===== src/rtl/fifo_pkg.sv =====
// fifo_pkg
//   Shared defaults, pointer/count typedefs and helpers for the sync_fifo slice.
//   ptr_t / cnt_t are sized for the default depth; modules built with another
//   DEPTH size their own registers from their parameter.
package fifo_pkg;

  localparam int FIFO_WIDTH    = 8;
  localparam int FIFO_DEPTH    = 16;
  localparam int FIFO_AF_LEVEL = 12;
  localparam int FIFO_AE_LEVEL = 4;

  localparam int FIFO_PTR_W = $clog2(FIFO_DEPTH);
  localparam int FIFO_CNT_W = FIFO_PTR_W + 1;

  typedef logic [FIFO_PTR_W-1:0] ptr_t;
  typedef logic [FIFO_CNT_W-1:0] cnt_t;

  // Advance a ring pointer, wrapping depth-1 back to 0. Works on a 32-bit
  // carrier so any module can reuse it and cast the result to its own width.
  function automatic logic [31:0] next_ptr(input logic [31:0] ptr, input int depth);
    if (ptr == 32'(depth) - 32'd1) begin
      return '0;
    end
    return ptr + 32'd1;
  endfunction

endpackage


===== src/rtl/fifo_mem.sv =====
// fifo_mem
//   DEPTH x WIDTH storage with one write port and one registered read port.
//   Ports:
//     clk      in   clock
//     rstn     in   async active-low reset (read register only, array is not reset)
//     wr_en    in   write strobe
//     wr_addr  in   write address
//     wr_data  in   write data
//     rd_en    in   read strobe; rd_data updates on the next edge
//     rd_addr  in   read address
//     rd_data  out  registered read data, holds its value when rd_en is low
module fifo_mem
  import fifo_pkg::*;
#(
  parameter int WIDTH = FIFO_WIDTH,
  parameter int DEPTH = FIFO_DEPTH
) (
  input  logic                     clk,
  input  logic                     rstn,
  input  logic                     wr_en,
  input  logic [$clog2(DEPTH)-1:0] wr_addr,
  input  logic [WIDTH-1:0]         wr_data,
  input  logic                     rd_en,
  input  logic [$clog2(DEPTH)-1:0] rd_addr,
  output logic [WIDTH-1:0]         rd_data
);

  logic [WIDTH-1:0] mem [DEPTH];
  logic [WIDTH-1:0] rd_data_q;
  logic [WIDTH-1:0] rd_data_d;

  // Storage has no reset so it can map onto RAM primitives.
  always_ff @(posedge clk) begin
    if (wr_en) begin
      mem[wr_addr] <= wr_data;
    end
  end

  always_comb begin
    rd_data_d = rd_data_q;
    if (rd_en) begin
      rd_data_d = mem[rd_addr];
    end
  end

  always_ff @(posedge clk or negedge rstn) begin
    if (!rstn) begin
      rd_data_q <= '0;
    end else begin
      rd_data_q <= rd_data_d;
    end
  end

  assign rd_data = rd_data_q;

endmodule


===== src/rtl/sync_fifo.sv =====
// sync_fifo
//   Single-clock FIFO with registered occupancy flags and sticky protocol
//   error bits.
//   Ports:
//     clk, rstn               clock, async active-low reset
//     push, din               write request and data
//     pop                     read request
//     dout, rd_valid          read data (1-cycle latency) and its valid strobe
//     full, empty             count == DEPTH / count == 0
//     almost_full/_empty      count >= AF_LEVEL / count <= AE_LEVEL
//     count                   occupancy 0..DEPTH
//     overflow, underflow     sticky: push while full / pop while empty
//     clr_err                 synchronous clear of the sticky bits
module sync_fifo
  import fifo_pkg::*;
#(
  parameter int WIDTH    = FIFO_WIDTH,
  parameter int DEPTH    = FIFO_DEPTH,
  parameter int AF_LEVEL = FIFO_AF_LEVEL,
  parameter int AE_LEVEL = FIFO_AE_LEVEL
) (
  input  logic                     clk,
  input  logic                     rstn,
  input  logic                     push,
  input  logic [WIDTH-1:0]         din,
  input  logic                     pop,
  output logic [WIDTH-1:0]         dout,
  output logic                     rd_valid,
  output logic                     full,
  output logic                     empty,
  output logic                     almost_full,
  output logic                     almost_empty,
  output logic [$clog2(DEPTH):0]   count,
  output logic                     overflow,
  output logic                     underflow,
  input  logic                     clr_err
);

  localparam int PW = $clog2(DEPTH);
  localparam int CW = PW + 1;
  localparam logic [CW-1:0] DEPTH_C = CW'(DEPTH);
  localparam logic [CW-1:0] AF_C    = CW'(AF_LEVEL);
  localparam logic [CW-1:0] AE_C    = CW'(AE_LEVEL);

  logic [PW-1:0] wr_ptr_q, wr_ptr_d;
  logic [PW-1:0] rd_ptr_q, rd_ptr_d;
  logic [CW-1:0] count_q, count_d;
  logic          full_q, full_d;
  logic          empty_q, empty_d;
  logic          af_q, af_d;
  logic          ae_q, ae_d;
  logic          rd_valid_q, rd_valid_d;
  logic          overflow_q, overflow_d;
  logic          underflow_q, underflow_d;

  logic push_ok;
  logic pop_ok;

  // Acceptance uses the registered flags, so a simultaneous push+pop at full
  // drops the push and at empty drops the pop.
  assign push_ok = push & ~full_q;
  assign pop_ok  = pop  & ~empty_q;

  always_comb begin
    wr_ptr_d    = wr_ptr_q;
    rd_ptr_d    = rd_ptr_q;
    count_d     = count_q;
    if (push_ok) begin
      wr_ptr_d = PW'(next_ptr(32'(wr_ptr_q), DEPTH));
    end
    if (pop_ok) begin
      rd_ptr_d = PW'(next_ptr(32'(rd_ptr_q), DEPTH));
    end
    case ({push_ok, pop_ok})
      2'b10:   count_d = count_q + CW'(1);
      2'b01:   count_d = count_q - CW'(1);
      default: count_d = count_q;
    endcase

    // Flags come from the next count so they line up with count itself.
    full_d      = (count_d == DEPTH_C);
    empty_d     = (count_d == '0);
    af_d        = (count_d >= AF_C);
    ae_d        = (count_d <= AE_C);
    rd_valid_d  = pop_ok;

    // A violation in the same cycle as clr_err keeps the bit set.
    overflow_d  = (overflow_q  & ~clr_err) | (push & full_q);
    underflow_d = (underflow_q & ~clr_err) | (pop  & empty_q);
  end

  always_ff @(posedge clk or negedge rstn) begin
    if (!rstn) begin
      wr_ptr_q    <= '0;
      rd_ptr_q    <= '0;
      count_q     <= '0;
      full_q      <= 1'b0;
      empty_q     <= 1'b1;
      af_q        <= 1'b0;
      ae_q        <= 1'b1;
      rd_valid_q  <= 1'b0;
      overflow_q  <= 1'b0;
      underflow_q <= 1'b0;
    end else begin
      wr_ptr_q    <= wr_ptr_d;
      rd_ptr_q    <= rd_ptr_d;
      count_q     <= count_d;
      full_q      <= full_d;
      empty_q     <= empty_d;
      af_q        <= af_d;
      ae_q        <= ae_d;
      rd_valid_q  <= rd_valid_d;
      overflow_q  <= overflow_d;
      underflow_q <= underflow_d;
    end
  end

  // Reads and writes never target the same entry in one cycle: with both
  // accepted the FIFO is neither empty nor full, so the pointers differ.
  fifo_mem #(
    .WIDTH (WIDTH),
    .DEPTH (DEPTH)
  ) u_mem (
    .clk     (clk),
    .rstn    (rstn),
    .wr_en   (push_ok),
    .wr_addr (wr_ptr_q),
    .wr_data (din),
    .rd_en   (pop_ok),
    .rd_addr (rd_ptr_q),
    .rd_data (dout)
  );

  assign rd_valid     = rd_valid_q;
  assign full         = full_q;
  assign empty        = empty_q;
  assign almost_full  = af_q;
  assign almost_empty = ae_q;
  assign count        = count_q;
  assign overflow     = overflow_q;
  assign underflow    = underflow_q;

endmodule

===== config.mk =====
export PLATFORM = sky130hd
export DESIGN_NAME = sync_fifo
export DESIGN_NICKNAME = d
export VERILOG_FILES = /design/src/rtl/fifo_pkg.sv /design/src/rtl/fifo_mem.sv /design/src/rtl/sync_fifo.sv
export SDC_FILE = /design/constraint.sdc
export NUM_CORES = 1
export LEC_CHECK = 0
export CORE_MARGIN = 3
export CORE_UTILIZATION = 60
export CTS_BUF_LIST = sky130_fd_sc_hd__clkbuf_8
export DETAILED_ROUTE_END_ITERATION = 16
export HOLD_SLACK_MARGIN = 0.08
export PLACE_DENSITY = 0.8
export SLEW_MARGIN = 15
export SYNTH_ARGS = -nofsm -noshare
export SYNTH_HDL_FRONTEND = slang
export SYNTH_SLANG_ARGS = --single-unit
export TNS_END_PERCENT = 100

===== constraint.sdc =====
create_clock -name clk -period 3.2 [get_ports clk]
set_input_delay 0.48 -clock clk [delete_from_list [all_inputs] [get_ports clk]]
set_output_delay 0.48 -clock clk [all_outputs]
set_load 0.1 [all_outputs]

# --- Word level (Yosys, flattened, before mapping) ---
# Memory sizes are Yosys's and may differ from the RTL's. A register that Yosys moved wholly into a read port is not among the register bits.
# Index checks and enable logic that the tools add are counted.
totals:
  ram_bits: 128
  output_inout_bits: 20
  register_bits: 20
  n_memories: 1
memory_table:
  columns: ["name", "words", "width", "rd", "rd_ports_with_merged_regs", "write_ports", "line", "rtl"]
  rows:
  - ["u_mem.mem", 16, 8, 1, 1, 1, "fifo_mem.sv:28", "logic [WIDTH-1:0] mem [DEPTH];"]
op_classes:
  n_reduce_logical: 2
  bitwise_logic: 11
  n_eq_ne: 5
  muxes: 11
  order_cmp: 2
  add_sub_neg: 4
ops:
  columns: ["operator", "n"]
  rows:
  - ["4-bit 2-to-1 mux", 4]
  - ["5-bit case mux with 2 select lines", 1]
  - ["4-bit by 1-bit adder with 4-bit output (second input constant)", 2]
  - ["4-bit equality test (second input constant)", 2]
  - ["1-bit AND", 6]
  - ["1-bit 2-to-1 mux", 6]
  - ["5-bit by 1-bit adder with 5-bit output (second input constant)", 1]
  - ["5-bit equality test (second input constant)", 1]
  - ["5-bit by 4-bit >= comparator with 1-bit output (second input constant)", 1]
  - ["5-bit by 3-bit less-or-equal comparator with 1-bit output (second input constant)", 1]
  - ["5-bit zero test", 1]
  - ["5-bit by 1-bit subtractor with 5-bit output (second input constant)", 1]
  - ["1-bit inverter", 3]
  - ["2-bit by 1-bit equality test with 1-bit output (second input constant)", 1]
  - ["2-bit equality test (second input constant)", 1]
  - ["1-bit OR", 2]
  - ["1-bit zero test", 1]

# --- Logic depth before layout (Yosys ltp) ---
# Gate-level depths: netlist of run 1.
logic_depth:
  word_depth: 5
  mapped_depth: 11
  ltp_nobuf: 10

# --- Hierarchy ---
# A second synthesis of run 1 with hierarchy kept.
unflattened:
  hier_cells: 334
  hier_area_um2: 6349.8
by_module_without_submodules:
  columns: ["mod", "cells_per_inst", "instances", "area_each_um2"]
  rows:
  - ["fifo_mem", 240, 1, 5331.4]
  - ["sync_fifo", 94, 1, 1018.5]

# --- Worst setup path after synthesis of run 1 ---
# No wires, ideal clock.
synth_path:
  path_kind: "register -> register"
  from: "reg empty_q (netlist: empty)"
  to: "reg full_q (netlist: full)"
  t_arrival_ns: 2.776
  setup_slack_ns: 0.319
  n_path_buf: 1
  period_less_slack_ns: 2.881
  stages_incl_launch_ff: 12
  cell_sequence: "dfstp_2 > nand2b_4 > buf_6 > clkinv_4 > nand2_1 > xnor2_1 > ha_1 > nor3b_1 > a31oi_1 > a221oi_1 > xor2_1 > nor4b_1"
synth_between:
  elab_chain_len: 5
  word_cells_on_any_way: 6
  cone_classes: "eq/ne (3); mux (1); bitwise (2)"
synth_rtl:
  columns: ["item", "line", "rtl"]
  rows:
  - ["start: declaration", "sync_fifo.sv:49", "logic empty_q, empty_d;"]
  - ["start signal: assignment", "sync_fifo.sv:109", "empty_q <= empty_d;"]
  - ["1-bit inverter (*)", "sync_fifo.sv:62", "assign pop_ok = pop & ~empty_q;"]
  - ["1-bit AND (*)", "sync_fifo.sv:62", null]
  - ["2-bit by 1-bit equality test with 1-bit output / 2-bit equality test (equally long branches)", "sync_fifo.sv:74", "case ({push_ok, pop_ok})"]
  - ["5-bit case mux with 2 select lines (*)", "sync_fifo.sv:74", null]
  - ["named net count_d[4]", "sync_fifo.sv:47", "logic [CW-1:0] count_q, count_d;"]
  - ["5-bit equality test (*)", "sync_fifo.sv:81", "full_d = (count_d == DEPTH_C);"]
  - ["named net full_d", "sync_fifo.sv:48", "logic full_q, full_d;"]
  - ["end signal: assignment", "sync_fifo.sv:108", "full_q <= full_d;"]
  - ["end: declaration", "sync_fifo.sv:48", null]
# Mark *: on every way through the listed nets, which the timed path passes. The rest lies on a longest branch.
# A chain may end at the register's enable or synchronous reset.

# --- Worst setup path in the final report of run 1 ---
layout_path:
  from: "in push"
  to: "reg full_q (netlist: full)"
layout_between:
  elab_chain_len: 4
  word_cells_on_any_way: 5
  cone_classes: "eq/ne (3); mux (1); bitwise (1)"
layout_rtl:
  columns: ["item", "line", "rtl"]
  rows:
  - ["start: declaration", "sync_fifo.sv:24", "input logic push,"]
  - ["1-bit AND (*)", "sync_fifo.sv:61", "assign push_ok = push & ~full_q;"]
  - ["2-bit by 1-bit equality test with 1-bit output / 2-bit equality test (equally long branches)", "sync_fifo.sv:74", null]
  - ["5-bit case mux with 2 select lines (*)", "sync_fifo.sv:74", null]
  - ["named net count_d[4]", "sync_fifo.sv:47", null]
  - ["5-bit equality test (*)", "sync_fifo.sv:81", null]
  - ["named net full_d", "sync_fifo.sv:48", null]
# Marked as above.

==> results.txt, run 1 <==
----------------------------------------------------
[Detailed routing]
  Vias per Instance ... 6.137
  Routed wire length ... 11.87 mm
  Total vias in the final route ... 3314
  Number of nets with antenna violations after routing ... 0
  DRC viols ... 0
  Router iterations before antenna repair ... 5
  Detailed Route Iter0 Violations ... between 200 and 250
  Routed len/inst ... 21.99 um

[Clock network]
  Clock tree from TritonCTS ... built
  Clock sink count ... 156
  Later-pin clock latency in the skew report ... 430 ps
  Inserted Clock Buffers ... 17
  Post-CTS sizing ... 0
  Number of H-tree levels ... 4
  Number of buffers on the longest clock path ... 2
  Clock transition at the registers of the reported paths ... 80 ps
  Hold_buf cts ... 0
  Setup repair bufs after CTS ... 0
  Root buf cell ... sky130_fd_sc_hd__clkbuf_8

[Global routing]
  Met1 routing resource usage after global routing ... 0.3236
  Met3 Use GR ... 0.04796
  Met2 Usage GRT ... 0.3325
  Global router's overall resource usage ... 0.2212
  Layer carrying the most global-route usage ... met2
  Largest net degree at the start of global routing ... 29
  Number of antenna violations at the first check in global routing ... 0
  Global route total overflow ... 0
  Wire length of the first global-routing pass ... 18.55 mm
  Vias in the first global route ... 3263

[Timing]
  Worst hold margin ... approximately 420 ps
  Final count of hold timing violations ... 0
  Count of final setup violators ... 0
  Final clock period utilization by the worst path ... 0.8265
  Final worst path period need ... 2645 ps
  RSZ-0062 raised after global routing ... false
  Slew Viols, Final ... 0
  Transition time at the pin with the least slew margin ... 979.2 ps
  Clock tree skew after final layout ... 9.192 ps
  Relative slew slack ... 0.3452
  Sum Neg Setup Slack ... 0 ps
  Fmax ... 378.1 MHz

[Synth]
  Netlist area before placement ... 6357 sq um
  Post-synthesis register bit count ... 156
  Yosys warning count ... 0
  Post-Syn Area per Cell ... 17.91 sq um
  Number of synthesized flops with an enable pin ... ~130
  Cell count after synthesis ... 355
  Top cell type by total area after synthesis ... sky130_fd_sc_hd__edfxtp_1
  Distinct cells, synth ... 45
  Ys async rst share ... 0.1795
  Fraction of the yosys area taken by sequential cells ... 0.7152
  Most instantiated flip-flop cell in the synthesis netlist ... sky130_fd_sc_hd__edfxtp_1
  Share of the synthesized area in the top cell type ... 0.6046
  Synthesized Nets ... 375
  Most area-consuming cells after synthesis ... sky130_fd_sc_hd__edfxtp_1, sky130_fd_sc_hd__mux4_2, sky130_fd_sc_hd__dfrtp_1, sky130_fd_sc_hd__mux2i_1, sky130_fd_sc_hd__and2_1

[Placed design]
  Number of buffers added on ports ... 32
  Cell count after placement ... 508
  Final RePlAce weighted congestion ... approximately 0.85
  Total half-perimeter wirelength after legalization and detailed placement ... a little under 8 mm

[Power and ir drop]
  Switching Fraction ... 0.4039
  Clock network fraction of total power ... 0.186
  Maximum resistive drop on vdd ... roughly 0.00077 V
  Switching Power ... 2.682 mW
  Combinational share of power ... 0.380
  LEAKAGE ... approximately 2.4 nW
  Pint ... 3.958 mW
  Overall power of the completed layout ... roughly 6.6 mW
  Power per cell area ... 934.5 nW/um^2
  Sequential fraction of design power ... 0.435

[Worst setup path]
  Critical Path Start Type ... primary input
  Maximum cell stage delay along the critical path ... around 400 ps
  Worst endpoint data arrival time ... 2970 ps
  Setup slack of the most critical reg-to-reg path ... 600 ps
  Nature of the critical path endpoint ... flop
  Library cell contributing the largest single delay on the critical path ... sky130_fd_sc_hd__clkdlybuf4s50_1
  Origin of the critical flop-to-flop path ... empty
  Kind of cell adding the most delay to the critical path ... simple AND/OR/NAND/NOR gates
  Crit Reg-Reg Endpoint ... full
  Worst path buffer plus inverter count ... 2
  Cell Chain, Critical Path ... clkdlybuf4s50_1, nor2b_2, inv_2, nand2_1, xnor2_1, ha_1, nor4b_1, a31oi_1, a221oi_1, xor2_1, nor4b_1
  Start-to-end type of the worst setup path ... in2reg
  Required arrival time at the worst endpoint ... 3530 ps
  CP max FO ... 8
  Most common cell on crit path ... sky130_fd_sc_hd__nor4b_1
  Depth of the worst register-to-register path ... 10

[Job]
  Count of max-cap constraint violations ... 0

[Final layout]
  Most frequent standard cell in the layout excluding fill and tap cells ... sky130_fd_sc_hd__edfxtp_1
  Utilization after layout ... 0.7074
  Area growth from synthesis to layout ... 11.77%
  Post-layout instance count excluding filler cells ... 540
  Commonest cells after routing, fill and taps aside ... sky130_fd_sc_hd__edfxtp_1, sky130_fd_sc_hd__mux4_2, sky130_fd_sc_hd__dfrtp_1
  Final net count ... 414
  Ant diodes ... 0
  Share of cells above drive strength 1 ... 0.2310
  Fill cell total of the finished layout ... 632

[Floorplanning]
  Die span in x ... 108.9 um
  Number of ports placed on the die boundary ... 33
  Die extent in y ... approximately 110 um
  Core footprint ... 10040 sq um
  Die Footprint ... about 12000 sq um
  Initial Util ... 0.6329
  Placement Rows ... 36

[Hold path]
  Worst Hold Class ... in2async

[Status]
  Status ... complete, no violations

----------------------------------------------------
flip-flops by register name, indices dropped and copies added, names as in the netlist, 4 cells and up:
name / flops
u_mem.mem: 128
u_mem.rd_data: 8
count: 5
rd_ptr_q: 4
wr_ptr_q: 4
cell usage after synthesis (3+ instances only):
cell type / number
sky130_fd_sc_hd__o31ai_1: 9
sky130_fd_sc_hd__nor2_1: 12
sky130_fd_sc_hd__a21oi_1: 13
sky130_fd_sc_hd__nand2_1: 15
sky130_fd_sc_hd__inv_1: 7
sky130_fd_sc_hd__o21ai_0: 9
sky130_fd_sc_hd__xnor2_1: 5
sky130_fd_sc_hd__dfrtp_1: 26
sky130_fd_sc_hd__edfxtp_1: 128
sky130_fd_sc_hd__buf_2: 8
sky130_fd_sc_hd__mux2i_1: 16
sky130_fd_sc_hd__mux4_2: 32
sky130_fd_sc_hd__nand3_1: 3
sky130_fd_sc_hd__and2_1: 16
sky130_fd_sc_hd__clkbuf_1: 8
sky130_fd_sc_hd__nor3_1: 5
sky130_fd_sc_hd__ha_1: 7
metal layers:
metal,vias up,part of all wire,wire [um]
met2,108,0.49,5762
met1,1709,0.45,5323
li1,1483,-,-
met5,-,0,0
met4,0,0.016,186
met3,14,0.051,602
final cells by class:
| cell class | instances | area, sq um | area share |
|---|---|---|---|
| timing repair buffer | 39 | 335.3 | 0.04719 |
| clock buffer | 17 | 234.0 | 0.03293 |
| sequential | 156 | 4548 | 0.6401 |
| tap | 133 | 166.4 | 0.02342 |
| multi-input combinational | 171 | 1683 | 0.2368 |
| clock inverter | 15 | 100.1 | 0.01409 |
| inverter | 9 | 38.79 | 0.005459 |
power groups by stage:
stage / sequential (mW) / combinational [mW] / clock [mW]
global route: 2.93 / 2.68 / 1.34
global placement: 2.91 / 2.48 / 0
CTS: 2.88 / 2.54 / 1.26
detailed placement: 2.93 / 2.53 / 0
floorplan: 3.44 / 1.37 / 0
finish: 2.89 / 2.52 / 1.23
logic make-up after synthesis:
| group | Yosys count | share of synthesized area |
|---|---|---|
| XOR/XNOR | 6 | 0.008266 |
| AND/OR/NAND/NOR | 65 | 0.05569 |
| flip-flops | 156 | 0.7152 |
| multiplexers | 49 | 0.1403 |
| AO/OA/AOI/OAI | 44 | 0.04665 |
| adder cells (fa/ha/maj) | 7 | 0.01378 |
| buffers and inverters | 28 | 0.02008 |
worst max path at each step:
stage | depth (start not counted) | endpoint | from
after global placement | 11 | full | push
after floorplan | 11 | full | empty
after CTS | 11 | full | push
after detailed placement | 11 | full | push
final | 11 | full | push
after global routing | 11 | full | push
metrics by stage:
stage	worst slack, ps	instance area [sq um]
after floorplan	318.9	6357
after global placement	229.6	6771
after detailed placement	122.5	6771
after CTS	569.1	7106
after global routing	368.5	7106
final	555.3	7106
Note: power is estimated with default switching activity, not from simulation.
==> run 2, diff against run 1 <==
- CORE_UTILIZATION: 60 -> 56
- PLACE_DENSITY: 0.8 -> 0.78
- clock period: 3.2 -> 2.4 ns (I/O delays scaled with it)
==> run 2 against run 1 <==
  * The flow now finishes with violations (negative setup slack)
  * Clock power grew 55%
  * Wire length increased by 2.4%
  * Critical path depth fell by 3
  * Clock-buffer cell count up 1
  * Die area grew 6.7%
  * Global-route usage decreased by 1.5 points
  * Sequential share of layout area decreased by 3.9 points
  * Register-to-register slack worse by 620 ps
  * Via count rose by 1.8%
  * Cell area grew 6.7%
  * Largest power group is now combinational logic
==> results.txt, run 2 (synthesis gave the netlist of run 1 again) <==
----------------------------------------------------
[Status]
  Failing checks ... negative setup slack
  Status ... complete, but fails checks (was complete, no violations)

[Global routing]
  Global route total overflow ... 0 (unchanged)
  Number of antenna violations at the first check in global routing ... 0 (unchanged)
  Wire length of the first global-routing pass ... 19.29 mm (was 18.55 mm)
  Vias in the first global route ... 3430 (was 3263)
  Global router's overall resource usage ... 0.2066 (was 0.2212)
  Largest net degree at the start of global routing ... 38 (was 29)

[Detailed routing]
  Vias per Instance ... 5.866 (was 6.137)
  Routed wire length ... 12.16 mm (was 11.87 mm)
  Number of nets with antenna violations after routing ... 0 (unchanged)
  Total vias in the final route ... 3373 (was 3314)
  Router iterations before antenna repair ... 4 (was 5)
  DRC viols ... 0 (unchanged)
  Routed len/inst ... 21.14 um (was 21.99 um)
  Detailed Route Iter0 Violations ... 236 (was 213)

[Power and ir drop]
  LEAKAGE ... 2.659 nW (was 2.407 nW)
  Power per cell area ... 1248 nW/um^2 (was 934.5 nW/um^2)
  Maximum resistive drop on vdd ... 0.001254 V (was 0.0007747 V)
  Overall power of the completed layout ... 9.458 mW (was 6.640 mW)

[Timing]
  Relative slew slack ... 0.5561 (was 0.3452)
  Clock tree skew after final layout ... 7.995 ps (was 9.192 ps)
  Smallest setup slack after layout ... -17.38 ps (was 555.3 ps)
  Transition time at the pin with the least slew margin ... 665.9 ps (was 979.2 ps)
  Final clock period utilization by the worst path ... 1.007
  Sum Neg Setup Slack ... -18.20 ps (was 0 ps)
  Final count of hold timing violations ... 0 (unchanged)
  Slew Viols, Final ... 0 (unchanged)
  Fmax ... 413.7 MHz
  Final worst path period need ... 2417 ps
  Count of final setup violators ... 2 (was 0)
  RSZ-0062 raised after global routing ... true (was false)

[Final layout]
  Utilization after layout ... 0.6901 (was 0.7074)
  Commonest cells after routing, fill and taps aside ... sky130_fd_sc_hd__edfxtp_1, sky130_fd_sc_hd__buf_4, sky130_fd_sc_hd__mux4_2 (was sky130_fd_sc_hd__edfxtp_1, sky130_fd_sc_hd__mux4_2, sky130_fd_sc_hd__dfrtp_1)
  Largest reg by FF count ... u_mem.mem (unchanged)
  Area growth from synthesis to layout ... 19.23% (was 11.77%)
  Fill cell total of the finished layout ... 654 (was 632)
  Most frequent standard cell in the layout excluding fill and tap cells ... sky130_fd_sc_hd__edfxtp_1 (unchanged)
  Post-layout instance count excluding filler cells ... 575 (was 540)
  Ant diodes ... 0 (unchanged)
  Final net count ... 442 (was 414)
  Number of flip-flops under the largest register name ... 128 (unchanged)
  Share of cells above drive strength 1 ... 0.3264 (was 0.2310)

[Placed design]
  Total half-perimeter wirelength after legalization and detailed placement ... 7.879 mm (was 7.728 mm)
  Cell count after placement ... 540 (was 508)
  Number of buffers added on ports ... 32 (unchanged)
  Worst slack at placement ... -351.9 ps (was 122.5 ps)
  Final RePlAce weighted congestion ... 0.7950 (was 0.8537)

[Clock network]
  Number of buffers on the longest clock path ... 2 (unchanged)
  Root buf cell ... sky130_fd_sc_hd__clkbuf_8 (unchanged)
  Clock transition at the registers of the reported paths ... 80 ps (about the same)
  Later-pin clock latency in the skew report ... 440 ps (was 430 ps)
  Inserted Clock Buffers ... 17 (unchanged)
  Clock sink count ... 156 (unchanged)
  Number of H-tree levels ... 4 (unchanged)
  Clock tree from TritonCTS ... built (unchanged)

[Worst setup path]
  Required arrival time at the worst endpoint ... 2750 ps (was 3530 ps)
  Nature of the critical path endpoint ... flop (unchanged)
  Depth of the worst register-to-register path ... 8 (was 10)
  Worst endpoint data arrival time ... 2770 ps (was 2970 ps)
  Start-to-end type of the worst setup path ... reg2reg (was in2reg)
  Critical Path Start Type ... flop (was primary input)
  CP max FO ... 24 (was 8)

[Floorplanning]
  Placement Rows ... 38 (was 36)
  Die span in x ... 112.5 um (was 108.9 um)
  Core footprint ... 10980 sq um (was 10040 sq um)
  Die Footprint ... 12670 sq um (was 11870 sq um)
  Initial Util ... 0.5788 (was 0.6329)
  Number of ports placed on the die boundary ... 33 (unchanged)
  Die extent in y ... 112.5 um (was 108.9 um)

[Hold path]
  Worst Hold Class ... in2async (unchanged)

[Job]
  Count of max-cap constraint violations ... 0 (unchanged)

----------------------------------------------------
-- run 2: area by class of cell --
type                       count  area [sq um]  area share
inverter                       9         46.29    0.006108
sequential                   156          4554      0.6009
tap                          140         175.2     0.02311
clock inverter                14         143.9     0.01898
multi-input combinational    171          1767      0.2331
clock buffer                  18         247.7     0.03268
timing repair buffer          67         645.6     0.08518
-- run 2: critical path, cell delays in order, from the launching register on --
cell and delay, ps:
sky130_fd_sc_hd__dfstp_4 620, sky130_fd_sc_hd__nand2b_4 160, sky130_fd_sc_hd__buf_4 270, sky130_fd_sc_hd__nor4_1 90, sky130_fd_sc_hd__or4_4 500, sky130_fd_sc_hd__buf_4 150
sky130_fd_sc_hd__buf_4 130, sky130_fd_sc_hd__o221ai_1 290, sky130_fd_sc_hd__a221oi_4 120
-- run 2: layer usage --
layer / up-vias / track usage / share of wire
met2: 111 / 0.3302 / 0.51
met3: 14 / 0.04582 / 0.066
met1: 1715 / 0.2804 / 0.41
met4: 0 / 0.08253 / 0.015
li1: 1533 / - / -
met5: - / 0 / 0
-- run 2: final timing paths --
kind | slack, ps | endpoint | from
max in group asynchronous | 1790 | almost_empty | rstn
setup / recovery | -20 | almost_empty | empty
hold reg to reg | 490 | u_mem.rd_data[4] | u_mem.rd_data[4]
hold / removal | 300 | rd_valid | rstn
min in group clk | 490 | u_mem.rd_data[4] | u_mem.rd_data[4]
setup reg to reg | -20 | almost_empty | empty
-- run 2: through the flow --
| stage | hold slack [ps] | instance area [sq um] |
|---|---|---|
| 2_1_floorplan | 64.41 | 6402 |
| 3_3_place_gp | 478.0 | 7113 |
| 3_5_place_dp | 482.9 | 7113 |
| 4_1_cts | 296.7 | 7550 |
| 5_1_grt | 315.3 | 7580 |
| 6_report | 303.0 | 7580 |
-- run 2: power breakdown --
group	internal [mW]	switching (mW)
logic	1.48	2.38
registers	3.36	0.340
clock network	0.956	0.950
-- run 2: timing repair --
action / in CTS / in global routing
gates resized for setup: 6 / 4
setup endpoints to repair: 4 / 4
setup buffers: 3 / 0
hold buffers: 0 / 0
endpoints found under the hold margin: 0 / 0
pin swaps: 3 / 0
gates cloned: 0 / 0
